--- src/rtl/nw_pkg.sv ---
// Shared types and saturating arithmetic for the affine-gap PE.
// Helpers work on a wide signed type and clamp to a runtime width.
package nw_pkg;

   localparam int WMAX = 32;
   typedef logic signed [WMAX-1:0] wscore_t;

   localparam int SCORE_W_DEF = 16;
   typedef logic signed [SCORE_W_DEF-1:0] score_t;
   localparam score_t SCORE_MIN = 16'sh8000;
   localparam score_t SCORE_MAX = 16'sh7fff;

   typedef enum logic [1:0] {
      DIR_DIAG = 2'b00,
      DIR_UP   = 2'b01,
      DIR_LEFT = 2'b10,
      DIR_ZERO = 2'b11
   } dir_t;

   typedef enum logic {
      ST_IDLE = 1'b0,
      ST_RUN  = 1'b1
   } state_t;

   function automatic wscore_t smin(input int w);
      logic signed [WMAX+1:0] t;
      t = -(34'sd1 <<< (w - 1));
      return wscore_t'(t);
   endfunction

   // clamp a wide intermediate into a w-bit signed range
   function automatic wscore_t sat_clip(input logic signed [WMAX+1:0] v,
                                        input int w);
      logic signed [WMAX+1:0] lo;
      logic signed [WMAX+1:0] hi;
      logic signed [WMAX+1:0] r;
      lo = -(34'sd1 <<< (w - 1));
      hi = (34'sd1 <<< (w - 1)) - 34'sd1;
      r  = v;
      if (v < lo) r = lo;
      else if (v > hi) r = hi;
      return wscore_t'(r);
   endfunction

   function automatic wscore_t sat_add(input wscore_t a, input wscore_t b,
                                       input int w);
      return sat_clip(34'(a) + 34'(b), w);
   endfunction

   function automatic wscore_t sat_sub(input wscore_t a, input wscore_t b,
                                       input int w);
      return sat_clip(34'(a) - 34'(b), w);
   endfunction

endpackage

--- src/rtl/affine_score_cell.sv ---
// Combinational Gotoh recurrence: substitution, E, F, H and traceback dir.
// Ports: i_* neighbour scores and config, o_h/o_e/o_f scores, o_dir winner.
module affine_score_cell
   import nw_pkg::*;
#(
   parameter int SCORE_W = 16,
   parameter int CHAR_W  = 8,
   parameter int LOCAL   = 0
) (
   input  logic [CHAR_W-1:0]         i_char,
   input  logic [CHAR_W-1:0]         i_query,
   input  logic signed [SCORE_W-1:0] i_match,
   input  logic signed [SCORE_W-1:0] i_mismatch,
   input  logic signed [SCORE_W-1:0] i_open,
   input  logic signed [SCORE_W-1:0] i_extend,
   input  logic signed [SCORE_W-1:0] i_hleft,
   input  logic signed [SCORE_W-1:0] i_eleft,
   input  logic signed [SCORE_W-1:0] i_hdiag,
   input  logic signed [SCORE_W-1:0] i_hup,
   input  logic signed [SCORE_W-1:0] i_fup,
   output logic signed [SCORE_W-1:0] o_h,
   output logic signed [SCORE_W-1:0] o_e,
   output logic signed [SCORE_W-1:0] o_f,
   output dir_t                      o_dir
);

   wscore_t w_s, w_d, w_floor, w_best;
   wscore_t w_e0, w_e1, w_e;
   wscore_t w_f0, w_f1, w_f;

   always_comb begin
      w_s  = (i_char == i_query) ? WMAX'(i_match) : WMAX'(i_mismatch);
      w_d  = sat_add(WMAX'(i_hdiag), w_s, SCORE_W);
      w_e0 = sat_sub(WMAX'(i_hleft), WMAX'(i_open), SCORE_W);
      w_e1 = sat_sub(WMAX'(i_eleft), WMAX'(i_extend), SCORE_W);
      w_e  = (w_e0 >= w_e1) ? w_e0 : w_e1;
      w_f0 = sat_sub(WMAX'(i_hup), WMAX'(i_open), SCORE_W);
      w_f1 = sat_sub(WMAX'(i_fup), WMAX'(i_extend), SCORE_W);
      w_f  = (w_f0 >= w_f1) ? w_f0 : w_f1;
      w_floor = (LOCAL != 0) ? '0 : smin(SCORE_W);
      // strict compares give ties to the earlier (higher priority) term
      w_best = w_d;
      o_dir  = DIR_DIAG;
      if (w_f > w_best) begin
         w_best = w_f;
         o_dir  = DIR_UP;
      end
      if (w_e > w_best) begin
         w_best = w_e;
         o_dir  = DIR_LEFT;
      end
      if (w_floor > w_best) begin
         w_best = w_floor;
         o_dir  = DIR_ZERO;
      end
      o_h = SCORE_W'(w_best);
      o_e = SCORE_W'(w_e);
      o_f = SCORE_W'(w_f);
   end

endmodule

--- src/rtl/affine_processing_unit.sv ---
// Affine-gap systolic PE: one query residue, one database column per beat.
// Ports: cfg_* scoring, in_*/out_* stream, best_*/done result, protocol_err.
module affine_processing_unit
   import nw_pkg::*;
#(
   parameter int SCORE_W = 16,
   parameter int CHAR_W  = 8,
   parameter int COL_W   = 12,
   parameter int LOCAL   = 0
) (
   input  logic                      clk,
   input  logic                      reset,
   input  logic                      cfg_load,
   input  logic [CHAR_W-1:0]         cfg_query,
   input  logic signed [SCORE_W-1:0] cfg_match,
   input  logic signed [SCORE_W-1:0] cfg_mismatch,
   input  logic signed [SCORE_W-1:0] cfg_gap_open,
   input  logic signed [SCORE_W-1:0] cfg_gap_extend,
   input  logic signed [SCORE_W-1:0] cfg_row_init,
   input  logic signed [SCORE_W-1:0] cfg_diag_init,
   input  logic                      in_valid,
   input  logic                      in_first,
   input  logic                      in_last,
   input  logic [CHAR_W-1:0]         in_char,
   input  logic signed [SCORE_W-1:0] in_h,
   input  logic signed [SCORE_W-1:0] in_f,
   output logic                      out_valid,
   output logic                      out_first,
   output logic                      out_last,
   output logic [CHAR_W-1:0]         out_char,
   output logic signed [SCORE_W-1:0] out_h,
   output logic signed [SCORE_W-1:0] out_f,
   output logic [1:0]                out_dir,
   output logic signed [SCORE_W-1:0] best_score,
   output logic [COL_W-1:0]          best_col,
   output logic                      done,
   output logic                      protocol_err
);

   localparam logic signed [SCORE_W-1:0] L_MIN =
      {1'b1, {(SCORE_W-1){1'b0}}};

   typedef logic signed [SCORE_W-1:0] sc_t;

   logic [CHAR_W-1:0] r_query;
   sc_t r_match, r_mism, r_open, r_ext, r_row, r_diag;
   sc_t r_hleft, r_eleft, r_hdiag;
   sc_t r_h, r_f, r_best;
   logic [COL_W-1:0] r_col, r_bcol;
   logic [CHAR_W-1:0] r_char;
   logic r_valid, r_first, r_last, r_done, r_perr;
   dir_t r_dir;
   state_t r_state;

   sc_t w_hleft, w_eleft, w_hdiag, w_h, w_e, w_f, w_best;
   logic [COL_W-1:0] w_col, w_bcol;
   dir_t w_dir;
   logic w_run, w_accept, w_bad;

   assign w_run    = (r_state == ST_RUN);
   // in IDLE only a first-flagged beat opens a sequence; others are dropped
   assign w_accept = in_valid & (in_first | w_run);
   assign w_bad    = in_valid & (in_first ? w_run : ~w_run);

   assign w_hleft = in_first ? r_row  : r_hleft;
   assign w_eleft = in_first ? L_MIN  : r_eleft;
   assign w_hdiag = in_first ? r_diag : r_hdiag;
   assign w_col   = in_first ? COL_W'(1) : r_col;
   assign w_best  = in_first ? '0 : r_best;
   assign w_bcol  = in_first ? '0 : r_bcol;

   affine_score_cell #(
      .SCORE_W(SCORE_W),
      .CHAR_W (CHAR_W),
      .LOCAL  (LOCAL)
   ) u_cell (
      .i_char    (in_char),
      .i_query   (r_query),
      .i_match   (r_match),
      .i_mismatch(r_mism),
      .i_open    (r_open),
      .i_extend  (r_ext),
      .i_hleft   (w_hleft),
      .i_eleft   (w_eleft),
      .i_hdiag   (w_hdiag),
      .i_hup     (in_h),
      .i_fup     (in_f),
      .o_h       (w_h),
      .o_e       (w_e),
      .o_f       (w_f),
      .o_dir     (w_dir)
   );

   always_ff @(posedge clk) begin
      if (reset) begin
         r_query <= '0;
         r_match <= '0;
         r_mism  <= '0;
         r_open  <= '0;
         r_ext   <= '0;
         r_row   <= '0;
         r_diag  <= '0;
         r_hleft <= '0;
         r_eleft <= L_MIN;
         r_hdiag <= '0;
         r_col   <= '0;
         r_best  <= '0;
         r_bcol  <= '0;
         r_valid <= 1'b0;
         r_first <= 1'b0;
         r_last  <= 1'b0;
         r_char  <= '0;
         r_h     <= '0;
         r_f     <= L_MIN;
         r_dir   <= DIR_DIAG;
         r_done  <= 1'b0;
         r_perr  <= 1'b0;
         r_state <= ST_IDLE;
      end else begin
         if (cfg_load) begin
            r_query <= cfg_query;
            r_match <= cfg_match;
            r_mism  <= cfg_mismatch;
            r_open  <= cfg_gap_open;
            r_ext   <= cfg_gap_extend;
            r_row   <= cfg_row_init;
            r_diag  <= cfg_diag_init;
         end
         r_valid <= w_accept;
         r_done  <= w_accept & in_last;
         if (w_bad) r_perr <= 1'b1;
         if (w_accept) begin
            r_state <= in_last ? ST_IDLE : ST_RUN;
            r_first <= in_first;
            r_last  <= in_last;
            r_char  <= in_char;
            r_h     <= w_h;
            r_f     <= w_f;
            r_dir   <= w_dir;
            r_hleft <= w_h;
            r_eleft <= w_e;
            r_hdiag <= in_h;
            r_col   <= (&w_col) ? w_col : w_col + 1'b1;
            if (w_h > w_best) begin
               r_best <= w_h;
               r_bcol <= w_col;
            end else begin
               r_best <= w_best;
               r_bcol <= w_bcol;
            end
         end
      end
   end

   assign out_valid    = r_valid;
   assign out_first    = r_first;
   assign out_last     = r_last;
   assign out_char     = r_char;
   assign out_h        = r_h;
   assign out_f        = r_f;
   assign out_dir      = r_dir;
   assign best_score   = r_best;
   assign best_col     = r_bcol;
   assign done         = r_done;
   assign protocol_err = r_perr;

endmodule

--- config.mk ---
export PLATFORM = sky130hd
export DESIGN_NAME = affine_processing_unit
export DESIGN_NICKNAME = d
export VERILOG_FILES = /design/src/rtl/nw_pkg.sv /design/src/rtl/affine_score_cell.sv /design/src/rtl/affine_processing_unit.sv
export SDC_FILE = /design/constraint.sdc
export NUM_CORES = 1
export LEC_CHECK = 0
export CAP_MARGIN = 20
export CORE_ASPECT_RATIO = 0.8
export CORE_MARGIN = 5
export CORE_UTILIZATION = 59
export CTS_BUF_LIST = sky130_fd_sc_hd__clkbuf_4
export DETAILED_ROUTE_END_ITERATION = 6
export PLACE_DENSITY = 0.85
export SYNTH_ARGS = -nofsm -noshare
export SYNTH_HDL_FRONTEND = slang
export SYNTH_SLANG_ARGS = --single-unit
--- constraint.sdc ---
create_clock -name clk -period 16.88 [get_ports clk]
set_input_delay 1.688 -clock clk [delete_from_list [all_inputs] [get_ports clk]]
set_output_delay 1.688 -clock clk [all_outputs]
set_load 0.02 [all_outputs]
== Word level (Yosys, flattened, before mapping) ==
Index checks and enable logic that the tools add are counted.

* $add $sub $neg: 6
* $lt $le $gt $ge: 16
* Equality and inequality tests: 1
* Muxes and demuxes: 30
* Bitwise gates (word level): 5
* Reductions and logical operators: 3

{| class="wikitable"
|+ Operators by type and width
! operator !! number
|-
| $mux 32 || 15
|-
| $mux 16 || 6
|-
| $gt 17x16->1 const B || 4
|-
| $lt 17x16->1 const B || 4
|-
| $sub 16x16->17 || 4
|-
| $ge 32x32->1 || 2
|-
| $gt 32x32->1 || 2
|-
| $mux 12 || 4
|-
| $add 16x32->33 || 1
|-
| $gt 33x16->1 const B || 1
|-
| $lt 33x16->1 const B || 1
|-
| $gt 16x32->1 const A || 1
|-
| $gt 16x16->1 || 1
|-
| $add 12x1->12 const B || 1
|-
| $reduce_and 12->1 || 1
|-
| $eq 8x8->1 || 1
|-
| $mux 2 || 2
|-
| $and 1x1->1 || 3
|-
| $mux 1 || 3
|-
| $reduce_and 2->1 || 1
|-
| $reduce_bool 2->1 || 1
|-
| $not 1->1 || 1
|-
| $or 1x1->1 || 1
|}

* Flip-flop bits (word level): 224
* Bits of input ports: 150
* Output and inout port bits: 75
* Logic and storage cells: 83

== Logic depth before layout (Yosys ltp) ==
* Word-level depth: 15
* Gate-level depth with buffers: 59
* Mapped depth without buffers: 52

== By module ==
Synthesis repeated with hierarchy kept, for this count alone.

* Cell total of the unflattened synthesis: 2292
* Area, all modules: 18221.2 um^2

{| class="wikitable"
|+ By module, submodules not included
! module !! times used !! cells each !! area an instance (um^2) !! seq. area each (um^2)
|-
| affine_processing_unit || 1 || 997 || 9145.0 || 4484.3
|-
| affine_score_cell || 1 || 1295 || 9076.2 || 0.0
|}

== Worst setup path after synthesis ==
No wires, ideal clock.

* Path type: input to register
* From: in in_h[0]
* To: reg r_best[11] (netlist: best_score[11])
* Library setup time: 69 ps
* Arrival: 12878 ps
* Required time: 16811 ps
* Path slack: 3933 ps
* Stages on the path: 53
* Buffers on the path: 9
* Cell sequence: inv_1 ha_1 inv_1 fa_1 a211oi_1 o21bai_1 o21a_1 a221o_1 buf_4 nor3_2 buf_4 a21oi_1 ha_1 a21o_1 a31oi_1 o21ai_0 a2111oi_0 o41ai_1 [17 not listed] a211oi_1 a2bb2oi_1 buf_2 buf_2 clkbuf_1 a21oi_1 ha_1 a21o_1 a21o_1 a211o_1 a21oi_1 a41oi_1 and3_1 clkbuf_1 nor2b_1 clkbuf_1 a22oi_1 o21ai_1

* Longest elaborated chain between the ends: 14
* Elaborated cells on any way between the ends: 15
* Those cells by class: 1 x add/sub; 7 x order compare; 7 x mux

{| class="wikitable"
|+ RTL lines
! what !! RTL line !! RTL
|-
| start: declaration || affine_processing_unit.sv:25 || <nowiki>input logic signed [SCORE_W-1:0] in_h,</nowiki>
|-
| $sub 16x16->17 * || nw_pkg.sv:52 || <nowiki>return sat_clip(34'(a) - 34'(b), w);</nowiki>
|-
| $gt 17x16->1 || nw_pkg.sv:41 || <nowiki>else if (v > hi) r = hi;</nowiki>
|-
| $mux 32 || nw_pkg.sv:41 ||
|-
| $mux 32 * || nw_pkg.sv:40 || <nowiki>if (v < lo) r = lo;</nowiki>
|-
| $ge 32x32->1 || affine_score_cell.sv:39 || <nowiki>w_f = (w_f0 >= w_f1) ? w_f0 : w_f1;</nowiki>
|-
| $mux 32 * || affine_score_cell.sv:39 ||
|-
| $gt 32x32->1 || affine_score_cell.sv:44 || <nowiki>if (w_f > w_best) begin</nowiki>
|-
| $mux 32 * || affine_score_cell.sv:44 ||
|-
| $gt 32x32->1 || affine_score_cell.sv:48 || <nowiki>if (w_e > w_best) begin</nowiki>
|-
| $mux 32 * || affine_score_cell.sv:48 ||
|-
| $gt 16x32->1 || affine_score_cell.sv:52 || <nowiki>if (w_floor > w_best) begin</nowiki>
|-
| $mux 16 * || affine_score_cell.sv:52 ||
|-
| net u_cell.o_h[8] || affine_score_cell.sv:21 || <nowiki>output logic signed [SCORE_W-1:0] o_h,</nowiki>
|-
| $gt 16x16->1 * || affine_processing_unit.sv:144 || <nowiki>if (w_h > w_best) begin</nowiki>
|-
| $mux 16 * || affine_processing_unit.sv:144 ||
|-
| end signal: assignment || affine_processing_unit.sv:145 || <nowiki>r_best <= w_h;</nowiki>
|-
| end signal: assignment || affine_processing_unit.sv:148 || <nowiki>r_best <= w_best;</nowiki>
|-
| end: declaration || affine_processing_unit.sv:48 || <nowiki>sc_t r_h, r_f, r_best;</nowiki>
|}

The timed path passes the listed nets; every way through them passes the cells marked *.
A chain may end at the register's enable or synchronous reset.

== Worst setup path after layout ==
* From: in in_h[0]
* To: reg r_best[2] (netlist: best_score[2])

* Longest elaborated chain between the ends: 14
* Elaborated cells on any way between the ends: 15
* Those cells by class: 1 x add/sub; 7 x order compare; 7 x mux

{| class="wikitable"
|+ RTL lines
! what !! RTL line !! RTL
|-
| $sub 16x16->17 * || nw_pkg.sv:52 ||
|-
| $gt 17x16->1 || nw_pkg.sv:41 ||
|-
| $mux 32 || nw_pkg.sv:41 ||
|-
| $mux 32 * || nw_pkg.sv:40 ||
|-
| $ge 32x32->1 || affine_score_cell.sv:39 ||
|-
| $mux 32 * || affine_score_cell.sv:39 ||
|-
| net u_cell.o_f[12] || affine_score_cell.sv:23 || <nowiki>output logic signed [SCORE_W-1:0] o_f,</nowiki>
|-
| $gt 32x32->1 || affine_score_cell.sv:44 ||
|-
| $mux 32 * || affine_score_cell.sv:44 ||
|-
| $gt 32x32->1 || affine_score_cell.sv:48 ||
|-
| $mux 32 * || affine_score_cell.sv:48 ||
|-
| $gt 16x32->1 || affine_score_cell.sv:52 ||
|-
| $mux 16 * || affine_score_cell.sv:52 ||
|-
| net u_cell.o_h[15] || affine_score_cell.sv:21 ||
|-
| $gt 16x16->1 * || affine_processing_unit.sv:144 ||
|-
| $mux 16 * || affine_processing_unit.sv:144 ||
|}

Marked as above.

==> flow_metrics.env <==
export IMPL_grt_overflow_total=0
export IMPL_synth_area_leaders="dfxtp_1 25%, ha_1 14%, mux2i_1 6.5%"
export IMPL_antenna_found_initial=2
export IMPL_die_w_um=205
export IMPL_status="finished clean"
export IMPL_tritoncts="yes"
export IMPL_avgRoutedWirePerCell_um=21.1
export IMPL_place_ws_ps=2120
export IMPL_cts_max_path_buffers=3
export IMPL_num_vias=17800
export IMPL_synth_warnings=0
export IMPL_start_util=0.595
export IMPL_setup_viol=0
export IMPL_synth_edf_count=0
export IMPL_design_portCount=225
export IMPL_grt_first_pass_wirelength_mm=92.7
export IMPL_grt_pass1_vias=16600
export IMPL_crit_slowest_cell="nor3_2"
export IMPL_powerDensity_nw_per_um2=194
export IMPL_grtUsageTotal=0.341
export IMPL_yosysUniqueCellTypes=99
export IMPL_synthArstFlopShare=0
export IMPL_final_util=0.701
export IMPL_post_route_period_util=0.860
export IMPL_die_h_um=166
export IMPL_crit_family="compound AO/OA/AOI/OAI gates"
export IMPL_cp_num_buf_inv=7
export IMPL_ir_drop_uv=182
export IMPL_required_ps=17550
export IMPL_drive_gt1_frac=0.0938
export IMPL_cts_sinks=224
export IMPL_clock_root_buffer="clkbuf_4"
export IMPL_drtAntennaViolNets=0
export IMPL_drtPass1Iterations=7
export IMPL_yosysMostFrequentCell="nor2_1"
export IMPL_finalWeightedCongestion=0.975
export IMPL_tightest_slew_ps=1080
export IMPL_cts_resized_gates=0
export IMPL_nNetsFinal=2760
export IMPL_end_kind="register"
export IMPL_finalClockSkew_ps=30.0
export IMPL_core_area_um2=30200
export IMPL_cp_max_fo=39
export IMPL_synth_cells=2226
export IMPL_synth_largest_area_cell="dfxtp_1"
export IMPL_drt_iter0_drc=1689
export IMPL_grt_max_degree=85
export IMPL_p_total_mw=4.11
export IMPL_finalSetupTns_ps=0
export IMPL_dieArea_um2=34000
export IMPL_period_minus_slack_ps=14510
export IMPL_worstSetupPathType="input pin to register"
export IMPL_htree_levels=2
export IMPL_dp_cells=2760
export IMPL_power_leakage_nw=9.00
export IMPL_synth_ff_type="dfxtp_1"
export IMPL_seq_area_frac_synth=0.250
export IMPL_avgViaCountPerCell=6.21
export IMPL_cap_violations=0
export IMPL_final_hold_violation_count=0
export IMPL_final_setup_worst_slack_ps=2370
export IMPL_synth_common_cells="262 x nor2_1, 224 x dfxtp_1, 196 x ha_1"
export IMPL_syn2layout_area_growth_pct=17.8
export IMPL_clk_latency_ps=760
export IMPL_post_cts_buffers=0
export IMPL_wl_mm=60.5
export IMPL_rsz0062_at_grt="no"
export IMPL_ys_ff_latch=224
export IMPL_cp_common_cell="ha_1"
export IMPL_slew_headroom=0.259
export IMPL_syn_avg_cell_area_um2=8.06
export IMPL_fin_cells=2870
export IMPL_numPortBuffers=224
export IMPL_hold_path_class="register to register"
export IMPL_holdBufCountCts=0
export IMPL_hpwl_mm=46.6
export IMPL_synth_area_um2=17900
export IMPL_crit_path_start_kind="input pin"
export IMPL_slowest_delay_ps=900
export IMPL_rows=57
export IMPL_yosysTopAreaCellShare=0.250
export IMPL_clkSlewWorstSetupHoldPaths_ps=70
export IMPL_synth_nets=2579
export IMPL_fmax_mhz=68.9
export IMPL_drv_slew=0
export IMPL_drc_errors=0
export IMPL_cp_arrival_ps=15180
export IMPL_cts_made_buffers=58
[area by class of cell]
type                       instances  area, um2
clock inverter                    22        116
timing repair buffer             251       2440
sequential                       224       4480
fill                            2454       9030
antenna                            6       15.0
clock buffer                      82        616
tap                              413        517
inverter                         102        383
multi-input combinational       1770      12600
[metal layers]
| layer | GRT usage | part of all wire | up-vias | routed length (um) |
|---|---|---|---|---|
| met3 | 0.0855 | 0.10 | 134 | 6270 |
| li1 | - | - | 8480 | - |
| met2 | 0.496 | 0.42 | 848 | 25200 |
| met5 | 0 | 0 | - | 0 |
| met4 | 0.129 | 0.039 | 0 | 2330 |
| met1 | 0.485 | 0.44 | 8347 | 26700 |
[flip-flops by register name, summed over array words and instances, names as in the netlist, 12 cells and up]
name / flops
best_col: 12
best_score: 16
out_f: 16
out_h: 16
r_col: 12
r_diag: 16
r_eleft: 16
r_ext: 16
r_hdiag: 16
r_match: 16
r_mism: 16
r_open: 16
r_row: 16
[worst min-delay path, stage by stage, from the launching register on]
cell	delay [ps]
dfxtp_1	310
nand2_1	50
a21oi_1	50
[cells in the final DEF (no fill, tap or decap), types with 20 or more instances in the layout]
cell,instances
ha_1,196
a21oi_1,182
clkbuf_4,82
nand2_1,184
mux2_2,53
nand3_1,32
o21ai_0,97
a21o_1,51
clkdlybuf4s50_1,221
o211ai_1,23
buf_4,27
nor3_1,37
a21boi_0,20
xnor2_1,45
inv_1,99
nor4_1,22
nor2b_1,32
nand4_1,23
dfxtp_1,224
a22oi_1,25
a211oi_1,30
mux2i_1,116
o21a_1,21
nor2_1,262
[cells by family (layout without fill, tap and decap cells)]
group	after synthesis	after routing	share of synthesized area
and+or+nand+nor	699	699	0.181
AOI/OAI and AO/OA	621	621	0.235
buffers and inverters	232	457	0.0519
DFF	224	224	0.250
adders and majority gates	216	216	0.152
muxes	170	170	0.0987
xor gates and xnor gates	64	64	0.0317
other	0	6	0
[report_power, final]
part | internal [mW] | switching [mW] | total [mW] | leakage [nW]
clock | 0.239 | 0.248 | 0.487 | 0.433
sequential | 0.592 | 0.0489 | 0.641 | 1.84
combinational | 1.14 | 1.84 | 2.98 | 6.73
[metrics by stage]
stage	cell area, um2	hold slack, ps
2_1_floorplan	17900	429
3_3_place_gp	20400	438
4_1_cts	21100	454
6_report	21100	454
5_1_grt	21100	477
3_5_place_dp	20400	446
[worst paths after layout]
| path | cells past startpoint | slack (ps) | endpoint | start |
|---|---|---|---|---|
| max | 50 | 2370 | best_score[2]$_SDFFE_PP0P_ | in_h[0] |
| min reg2reg | 2 | 450 | r_eleft[12]$_SDFFE_PP0P_ | r_eleft[12]$_SDFFE_PP0P_ |
| min | 2 | 450 | r_eleft[12]$_SDFFE_PP0P_ | r_eleft[12]$_SDFFE_PP0P_ |
| max reg2reg | 48 | 3200 | best_score[2]$_SDFFE_PP0P_ | r_open[0]$_SDFFE_PP0P_ |
Note: power is estimated with default switching activity, not from simulation.
